==> config.mk <==
export PLATFORM = sky130hd
export DESIGN_NAME = uart_tx_frame_shifter_flat
export DESIGN_NICKNAME = d
export VERILOG_FILES = /design/src/rtl/uart_tx_frame_shifter_if.sv /design/src/rtl/uart_tx_frame_shifter.sv /design/src/flat_wrapper.sv
export SDC_FILE = /design/constraint.sdc
export NUM_CORES = 1
export LEC_CHECK = 0
export CAP_MARGIN = 10
export CORE_MARGIN = 8
export CORE_UTILIZATION = 37
export DETAILED_ROUTE_END_ITERATION = 8
export PLACE_DENSITY = 0.65
export SETUP_SLACK_MARGIN = 0.02
export SYNTH_ARGS = -nofsm -noshare
export SYNTH_HDL_FRONTEND = slang
export SYNTH_SLANG_ARGS = --single-unit
==> constraint.sdc <==
create_clock -name clk -period 1.9 [get_ports clk]
set_clock_uncertainty 0.2 [all_clocks]
set_input_delay 0.19 -clock clk [delete_from_list [all_inputs] [get_ports clk]]
set_output_delay 0.19 -clock clk [all_outputs]
set_load 0.01 [all_outputs]
==> src/rtl/uart_tx_frame_shifter_if.sv <==
`default_nettype none
// ============================================================================
// Module   : uart_tx_frame_shifter_if
// Brief    : Load/ready handshake, baud tick and serial output bundle for the
//            UART transmit frame shifter.
// Revision : 1.0 - initial release
// ============================================================================
interface uart_tx_frame_shifter_if #(
  parameter int DATA_W = 8
);
  logic              load;
  logic [DATA_W-1:0] ldata;
  logic              pen;
  logic              ohel;
  logic              stop2;
  logic              btu;
  logic              Tx;
  logic              ready;
  logic              done;

  modport master (
    output load, ldata, pen, ohel, stop2, btu,
    input  Tx, ready, done
  );

  modport slave (
    input  load, ldata, pen, ohel, stop2, btu,
    output Tx, ready, done
  );
endinterface
`default_nettype wire

==> src/rtl/uart_tx_frame_shifter.sv <==
`default_nettype none
// ============================================================================
// Module   : uart_tx_frame_shifter
// Brief    : Parametrised UART transmit engine: builds start/data/parity/stop
//            frame on load and shifts it out LSB first, one bit per baud tick.
// Revision : 1.0 - initial release
// ============================================================================
module uart_tx_frame_shifter #(
  parameter int DATA_W  = 8,
  parameter int FRAME_W = DATA_W + 4
) (
  input  wire logic               clk,
  input  wire logic               rst,
  uart_tx_frame_shifter_if.slave  bus
);

  localparam int CNT_W = $clog2(DATA_W + 5);

  typedef enum logic [0:0] {
    IDLE = 1'b0,
    SEND = 1'b1
  } state_t;

  state_t             r_state;
  state_t             w_state_nxt;
  logic [FRAME_W-1:0] r_shreg;
  logic [FRAME_W-1:0] w_shreg_nxt;
  logic [FRAME_W-1:0] w_frame;
  logic [CNT_W-1:0]   r_cnt;
  logic [CNT_W-1:0]   w_cnt_nxt;
  logic [CNT_W-1:0]   w_flen;
  logic               r_done;
  logic               w_done_nxt;
  logic               w_par;

  // Odd sense simply inverts the even parity of the data word.
  assign w_par   = (^bus.ldata) ^ bus.ohel;

  // Both stop slots are always 1s; stop2 only lengthens the bit count.
  assign w_frame = {2'b11, (bus.pen ? w_par : 1'b1), bus.ldata, 1'b0};
  assign w_flen  = CNT_W'(DATA_W + 2) + CNT_W'(bus.pen) + CNT_W'(bus.stop2);

  always_comb begin
    w_state_nxt = r_state;
    w_shreg_nxt = r_shreg;
    w_cnt_nxt   = r_cnt;
    w_done_nxt  = 1'b0;
    case (r_state)
      IDLE: begin
        if (bus.load) begin
          w_shreg_nxt = w_frame;
          w_cnt_nxt   = w_flen;
          w_state_nxt = SEND;
        end
      end
      SEND: begin
        if (bus.btu) begin
          w_shreg_nxt = {1'b1, r_shreg[FRAME_W-1:1]};
          w_cnt_nxt   = r_cnt - CNT_W'(1);
          if (r_cnt == CNT_W'(1)) begin
            w_state_nxt = IDLE;
            w_done_nxt  = 1'b1;
          end
        end
      end
      default: begin
        w_state_nxt = IDLE;
      end
    endcase
  end

  always_ff @(posedge clk) begin
    if (rst) begin
      r_state <= IDLE;
      r_shreg <= '1;
      r_cnt   <= '0;
      r_done  <= 1'b0;
    end else begin
      r_state <= w_state_nxt;
      r_shreg <= w_shreg_nxt;
      r_cnt   <= w_cnt_nxt;
      r_done  <= w_done_nxt;
    end
  end

  assign bus.Tx    = r_shreg[0];
  assign bus.ready = (r_state == IDLE);
  assign bus.done  = r_done;

endmodule
`default_nettype wire

==> src/flat_wrapper.sv <==
// flat-port wrapper written by rule: the top's interface ports become plain ports
module uart_tx_frame_shifter_flat 
#(
  parameter int DATA_W  = 8,
  parameter int FRAME_W = DATA_W + 4
)
  (clk, rst, bus_load, bus_ldata, bus_pen, bus_ohel, bus_stop2, bus_btu, bus_Tx, bus_ready, bus_done);
  uart_tx_frame_shifter_if #(.DATA_W(DATA_W)) bus_i ();
  input  wire logic clk;
  input  wire logic rst;
  input wire logic [$bits(bus_i.load)-1:0] bus_load;
  input wire logic [$bits(bus_i.ldata)-1:0] bus_ldata;
  input wire logic [$bits(bus_i.pen)-1:0] bus_pen;
  input wire logic [$bits(bus_i.ohel)-1:0] bus_ohel;
  input wire logic [$bits(bus_i.stop2)-1:0] bus_stop2;
  input wire logic [$bits(bus_i.btu)-1:0] bus_btu;
  output wire logic [$bits(bus_i.Tx)-1:0] bus_Tx;
  output wire logic [$bits(bus_i.ready)-1:0] bus_ready;
  output wire logic [$bits(bus_i.done)-1:0] bus_done;
  assign bus_i.load = bus_load;
  assign bus_i.ldata = bus_ldata;
  assign bus_i.pen = bus_pen;
  assign bus_i.ohel = bus_ohel;
  assign bus_i.stop2 = bus_stop2;
  assign bus_i.btu = bus_btu;
  assign bus_Tx = bus_i.Tx;
  assign bus_ready = bus_i.ready;
  assign bus_done = bus_i.done;
  uart_tx_frame_shifter #(.DATA_W(DATA_W), .FRAME_W(FRAME_W)) u_core (.clk(clk), .rst(rst), .bus(bus_i));
endmodule
==> reports/summary.txt <==
outcome: completed
Starting DRT DRC Count: 13
vias: 749
Initial Utilization: 38.8%
M1 WL: 809 um
core area: 0.00219 sq mm
Antenna diodes: 0
Cell Area, Synth: 850 sq um
drt first pass iters: 3
met2 WL: 978 um
Cell Rows: 17
Post-CTS Setup Inserts: 0
yosys warns: 0
DRC Markers: 0
critical path's slowest cell: clkdlybuf4s50_1
CTS buffer count: 3
ys async rst share: 0%
max-cap check violation count: 0
CTS tree: built
Post-synth top cells: dfxtp_1, nor2_1, a211oi_1, and2_1, o21bai_1
vias in the first global route: 781
chip width: 63.9 um
Synth Flop Type: dfxtp_1
Max stage delay on crit path: 0.53 ns
first-pass GRT wire length: 3320 um
largest cells by area after synthesis: dfxtp_1, a211oi_1, o21bai_1, and2_1, nor2_1
largest net degree at the start of global routing: 20
syn nets: 116
H-Tree Level Count: 1
Worst Setup End Kind: output port
count of input and output buffers: 17
HP Start: u_core.r_shreg[0]
initial antenna violation count: 0
post-synth cell types: 26
clock net sink count: 16
Buf+Inv Stages, Crit Path: 3
clk root buf: clkbuf_4
total power: 0.000826 W
Hold Violations, Final: 0
count leader, synth: dfxtp_1
Yosys top cell area share: 37.7%
final core occ: 52.1%
area leader, netlist: dfxtp_1
top sig layer: met4
Mean Syn Cell Area: 8.67 sq um
DIE HEIGHT: 63.9 um
I/O Pins: 18
gr ovfl total: 0
final setup violation count: 0
critical path class: flip-flop to output port
Seq/Total Area, Yosys: 37.7%
CP Launch Type: flip-flop
post-layout min period: 1.77 ns
ANT nets after route: 0
RSZ-0062 raised after global routing: false
Pleak: 0.460 nW
final max-slew violation count: 0
Setup crit start: u_core.r_state
Syn Inst Count: 98
crit path DAT: 1.38 ns
Via density: 4.99
crit-path max FO: 19
gpl congestion: 0.769
Worst VDD drop: 0.671 mV
Tcrit/Tclk final: 93.4%
WL met3: 87 um
Syn-to-layout area delta: 34.3%
power density cells: 724 mW/mm^2
number of synthesized flops with an enable pin: 0
drt total wl: 1910 um
Slew @ Worst Pin: 0.531 ns
Post-DP HPWL: 1470 um
reg2reg start: u_core.r_cnt[0]
layout cells sized above 1: 12.3%
CP Cell Sequence: buf_6 > inv_1 > clkdlybuf4s50_1
Avg WL per Cell: 12.7 um
clk slew on worst S/H paths: 0.10 ns
GRT Util Overall: 10.1%
Crit path required time: 1.51 ns
cell family with most CP delay: buffers and inverters
clk buf depth: 2
die area: 0.00409 sq mm
Hold Slack: 0.241 ns
fmax: 0.564 GHz
Worst Hold Class: flip-flop to flip-flop
number of synthesized register bits: 16
worst skew pair latency: 0.29 ns
slew margin rel.: 64.6%
Final #Nets: 141
path summary, 6_finish.rpt:
check,end,slack (ns),cells past startpoint
setup / recovery,bus_ready,0.13,3
hold / removal,u_core.r_shreg[0],0.24,2
setup reg to reg,u_core.r_cnt[3],0.34,4
hold reg to reg,u_core.r_shreg[0],0.24,2
flip-flops by register name (all words and copies together), names as in the netlist:
| register | count |
|---|---|
| u_core.r_shreg | 10 |
| u_core.bus.done | 1 |
| u_core.r_cnt | 4 |
| u_core.r_state | 1 |
cells in the final DEF, fill, tap and decap left out, drive strengths merged:
cell type      netlist  layout
a311oi               1       1
o21bai               8       8
or4b                 1       1
a31oi                2       2
xor2                 1       1
buf                  2       9
ha                   3       3
a211oi              11      11
mux2i                1       1
nand2b               1       1
nor2b                1       1
nor2                12      12
nor3                 1       1
o32a                 1       1
a21oi                3       3
nand3b               1       1
clkbuf               4       4
dfxtp               16      16
and2                 8       8
inv                  3       3
o21ai                1       1
xnor2                5       5
clkdlybuf4s50        0      17
nand2                7       7
nand3                3       3
xnor3                1       1
worst min-delay path: cells and delay by family (launching register included):
family / cells / cell delay (ns)
DFF: 1 / 0.32
and+or+nand+nor: 2 / 0.09
where the power goes:
part	internal, W	leakage, nW	switching (W)	total (W)
logic	0.000120	0.307	0.0000948	0.000215
registers	0.000364	0.132	0.0000174	0.000381
clock network	0.000117	0.0210	0.000112	0.000229
total	0.000601	0.460	0.000225	0.000826
routing by layer:
layer	vias to the layer above	track usage (%)
met5	-	0
met3	2	4.18
met2	11	17.9
li1	390	-
met1	346	9.91
met4	0	5.29
layout make-up:
type | instances | area [sq um]
flip-flops and latches | 16 | 320
fillers | 208 | 1050
inverters | 3 | 11.3
repair buffers | 26 | 241
well taps | 28 | 35.0
multi-input cells | 73 | 497
clock buffers | 4 | 36.3
per-stage QoR:
step / instances / instance area (sq um) / setup TNS, ns / setup WS [ns]
final: 150 / 1140 / 0 / 0.126
after global routing: 150 / 1140 / 0 / 0.0484
after CTS: 150 / 1130 / 0 / 0.0763
after detailed placement: 146 / 1100 / -1.06 / -0.125
after global placement: 146 / 1100 / -0.320 / -0.0463
after floorplan: 98 / 850 / 0 / 0.419
repair_timing:
item	4_1_cts	5_1_grt
endpoints found under the setup margin	0	8
gates resized for setup	0	2
hold buffers	0	0
cell families after synthesis:
logic type	Yosys count	synth area share, %
simple gates	35	20.2
mux	1	1.18
flops	16	37.7
buf+inv	9	4.27
fa+ha+maj	3	4.42
compound gates	27	23.4
xor+xnor	7	8.84
No activity file was read; power rests on OpenSTA's default activity.
==> RTL edit 1: new RTL, same flow settings <==
Make the reset (`rst`) asynchronous in one clocked block.
--- a/src/rtl/uart_tx_frame_shifter.sv
+++ b/src/rtl/uart_tx_frame_shifter.sv
@@ -71,3 +71,3 @@
 
-  always_ff @(posedge clk) begin
+  always_ff @(posedge clk or posedge rst) begin
     if (rst) begin
Formal check against the unedited RTL: differs if rst is asserted again (counterexample within 4 cycles, from zero or initial values and one cycle with rst high); with rst held inactive, the same outputs for 10 cycles.
==> RTL edit 1 against the original RTL <==
- sequential cell count unchanged
- maximum frequency up 0.93%
- routed wire length down 12%
- clock power down 2%
- critical endpoint is now bus_Tx
- largest power group unchanged
- power up 44%
- hold slack worse by 0.18 ns
- sequential share of layout area up 8.5 points
- synthesized area up 2.8%
- final area down 0.99%
- register-to-register slack better by 0.13 ns
- worst setup slack better by 0.016 ns
==> RTL edit 1: results (changes against the original RTL) <==
| Metric | Value |
|---|---|
| Status | finished, final reports clean |
| Worst R2R Start | u_core.r_state |
| Main area contributors after synthesis | dfstp_2 (30%), dfrtp_1 (17%), mux2i_1 (13%) |
| Worst reg2reg endpoint | u_core.r_shreg[9] |
| Slowest stage delay, CP | 0.55 ns (+0.02 ns) |
| Crit path capture | bus_Tx |
| HP Class | input pin to async pin |
| Fin crit share | 0.9250 (-0.008643) |
| Unique masters post-synth | 19 (-27%) |
| Leakage Power | 0.5502 nW (+20%) |
| Fraction of area in multi-input gates | 0.3721 (-0.06321) |
| Post-Syn Instances | 87 (-11%) |
| Invs w/o clock | 4 (+1) |
| Vias in the first global route | 692 (-11%) |
| Worst R2R Setup Slack | 0.47 ns (+0.13 ns) |
| GR Layer Usage met1 | 0.1134 (+0.01427) |
| Filler Cell Count | 222 (+6.7%) |
| Non-clk bufs | 22 (-15%) |
| Final wirelength | 1688 microns (-12%) |
| Worst slack, placed | -0.02122 ns (+0.1035 ns) |
| GRT Total Usage | 0.08824 (-0.01323) |
| CP Max Fanout | 3 (-16) |
| Placement Cell Area | 1091 sq um (-0.57%) |
| Layout Cells excl Fill | 137 (-8.7%) |
| Syn_nets | 105 (-9.5%) |
| Crit. Startpoint | u_core.r_shreg[0] |
| Maximum VDD drop | 512.5 uV (-24%) |
| Vias per Instance | 4.774 (-4.4%) |
| Slew @ Worst Pin | 0.5834 ns (+0.05198 ns) |
| DRT iter0 DRCs | 10 (-3) |
| Routability cong. | 0.7797 (+1.4%) |
| Wl on met1 | 828 microns (+2.3%) |
| TritonRoute pass-1 iters | 4 (+1) |
| Proportion of layout cells with a drive suffix above 1 | 0.1743 (+0.05136) |
| Nets@finish | 128 (-9.2%) |
| Met3 WL post-DR | 120 microns (+38%) |
| Fraction of area in non-clock buffers | 0.1860 (-0.02558) |
| Post-synth ARST share | 1.000 (+1.000) |
| Die area | 4171 sq um (+2.1%) |
| GR Util met3 | 0.03265 (-0.009166) |
| Met2 Wirelength | 722 microns (-26%) |
| First-pass GRT wire length | 3001 microns (-9.6%) |
| ClkCell Share | 0.03212 (+0.0003169) |
| Delay-heaviest family, CP | flip-flops |
| Seq. cell area | 412.9 sq um (+29%) |
| Layout multi-input combinational cell count | 63 (-14%) |
| GR Util met2 | 0.1317 (-0.04775) |
| Slowest cell on crit path | dfstp_2 |
[RTL edit 1: cell count changes after synthesis, moves of 3 or more]
| cell | unedited run | this run |
|---|---|---|
| dfxtp_1 | 16 | 0 |
| o21ai_0 | 1 | 12 |
| a211oi_1 | 10 | 0 |
| dfstp_2 | 0 | 10 |
| mux2i_1 | 1 | 11 |
| nand2_1 | 7 | 16 |
| and2_1 | 8 | 0 |
| o21bai_1 | 8 | 0 |
| dfrtp_1 | 0 | 6 |
| nor2_1 | 12 | 6 |
| clkbuf_1 | 4 | 0 |
| nand3_1 | 3 | 0 |
[RTL edit 1: cell families after synthesis]
group,share of synthesized area
AND/OR/NAND/NOR,0.1189
AO/OA/AOI/OAI,0.09743
flip-flops,0.4728
multiplexers,0.1261
XOR/XNOR,0.09599
buffers and inverters,0.04584
adder cells (fa/ha/maj),0.04298
[RTL edit 1: power by group]
group	internal [mW]	leakage (nW)	switching (mW)
sequential	0.509	0.173	0.0798
combinational	0.202	0.357	0.177
clock	0.117	0.0210	0.108
total	0.828	0.550	0.365
==> RTL edit 2: new RTL, same flow settings <==
Made on the original files. `DATA_W` is set to 8 in 3 places; all go to 4.
--- a/src/rtl/uart_tx_frame_shifter_if.sv
+++ b/src/rtl/uart_tx_frame_shifter_if.sv
@@ -8,3 +8,3 @@
 interface uart_tx_frame_shifter_if #(
-  parameter int DATA_W = 8
+  parameter int DATA_W = 4
 );
--- a/src/rtl/uart_tx_frame_shifter.sv
+++ b/src/rtl/uart_tx_frame_shifter.sv
@@ -8,3 +8,3 @@
 module uart_tx_frame_shifter #(
-  parameter int DATA_W  = 8,
+  parameter int DATA_W  = 4,
   parameter int FRAME_W = DATA_W + 4
--- a/src/flat_wrapper.sv
+++ b/src/flat_wrapper.sv
@@ -3,3 +3,3 @@
 #(
-  parameter int DATA_W  = 8,
+  parameter int DATA_W  = 4,
   parameter int FRAME_W = DATA_W + 4
Ports: changed (resized bus_ldata); port bits go from 18 to 14. The function was not compared with the original's and may differ.
==> RTL edit 2 against the original RTL <==
- synthesized area fell by 22%
- sequential cell count fell by 4
- routed wire length fell by 24%
- final area fell by 23%
- utilization fell by 0.95 points
- power fell by 27%
- worst setup slack got worse by 0.022 ns
- clock power fell by 34%
- critical endpoint unchanged
- largest power group unchanged
==> RTL edit 2: results (changes against the original RTL) <==
| Metric | Value |
|---|---|
| Status | finished, final reports clean |
| Sequential share of the synthesized area | 0.3636 (-0.01339) |
| CP Max Fanout | 9 (-10) |
| Worst R2R Setup Slack | 0.30 ns (-0.04 ns) |
| Placement Cell Area | 850.8 sq um (-22%) |
| Worst reg2reg endpoint | u_core.r_cnt[2] |
| Top Registers | u_core.r_shreg (6), u_core.r_cnt (4) |
| Synth Area in XOR/XNOR | 0.06061 (-0.02776) |
| Largest net degree at the start of global routing | 14 (-30%) |
| Leakage Power | 0.3447 nW (-25%) |
| Nets@finish | 103 (-27%) |
| GR Util met2 | 0.1529 (-0.02656) |
| Vias in the first global route | 598 (-23%) |
| I/O Buffers | 13 (-4) |
| Post-DP HPWL | 1137 microns (-23%) |
| Via count | 561 (-25%) |
| TritonRoute pass-1 iters | 4 (+1) |
| Clk slew on worst S/H paths | 0.08 ns (-0.02 ns) |
| Worst R2R Start | u_core.r_state |
| Routability cong. | 0.7947 (+3.4%) |
| Share of the synthesized area in the top cell type | 0.3636 (-0.01339) |
| Mux share of post-synthesis cell area | 0.04356 (+0.03178) |
| Proportion of layout cells with a drive suffix above 1 | 0.1839 (+0.06096) |
| Final wirelength | 1455 microns (-24%) |
| Fmax | 0.5567 GHz (-1.2%) |
| Post-CTS Setup Repair Bufs | 0 (unchanged) |
| Post-Syn Instances | 68 (-31%) |
| Worst Reg-to-Reg Cells | 3 (-1) |
| Worst hold margin | 0.2942 ns (+0.05353 ns) |
| Vias per Instance | 5.009 (+0.31%) |
| Worst slack, placed | 0.1880 ns (+0.3128 ns) |
| DRT iter0 DRCs | 14 (+1) |
| Logic pwr share | 0.260 (about the same) |
| GR Util met3 | 0.03753 (-0.004284) |
| Net Switching | 0.1645 mW (-27%) |
| Maximum VDD drop | 340.1 uV (-49%) |
| Seq pwr share | 0.488 (+0.026) |
| First-pass GRT wire length | 2463 microns (-26%) |
| Total power | 0.5986 mW (-27%) |
| Rel. slew slack | 0.6703 (+0.02455) |
| HP Start | u_core.r_shreg[0] |
| GRT Total Usage | 0.09399 (-0.007475) |
| GR Layer Usage met1 | 0.1014 (+0.002304) |
| Fraction of the mapped netlist area in adder cells | 0.05682 (+0.01264) |
| Top post-synthesis cells by count | dfxtp_1 (12), nor2_1 (6) |
| Placed instance count | 109 (-25%) |
| Syn_nets | 82 (-29%) |
| Unique masters post-synth | 32 (+23%) |
| CTS Root Buffer Type | clkbuf_4 |
| Worst Hold Depth | 1 (-1) |
| Main area contributors after synthesis | dfxtp_1 (36%), ha_1 (5.7%), a211oi_1 (4.5%) |
| Clk_lat worst skew | 0.27 ns (-0.02 ns) |
RTL edit 2: cell count changes after synthesis, sizes merged, moves of 2 or more:
cell | unedited run | this run
xnor2 | 5 | 2
nor3b | 0 | 2
nand2 | 7 | 4
and2 | 8 | 5
clkbuf | 4 | 1
a21oi | 3 | 0
dfxtp | 16 | 12
o21bai | 8 | 4
nor2 | 12 | 6
a211oi | 11 | 6
RTL edit 2: layout make-up:
class / instances / area [sq um]
clock buffers: 3 / 22.52
repair buffers: 18 / 167.7
fillers: 163 / 834.6
inverters: 3 / 11.26
flip-flops and latches: 12 / 240.2
multi-input cells: 51 / 400.4
well taps: 25 / 31.28
RTL edit 2: routing by layer:
layer  part of all wire  vias to the layer above
li1                   -                      290
met5                  0                        -
met1               0.46                      259
met4                  0                        0
met2               0.47                       12
met3              0.060                        0
RTL edit 2: worst max-delay path: stages, from the launching register on:
cell and delay [ns]:
dfxtp_1 0.57, inv_2 0.07, clkdlybuf4s50_1 0.50
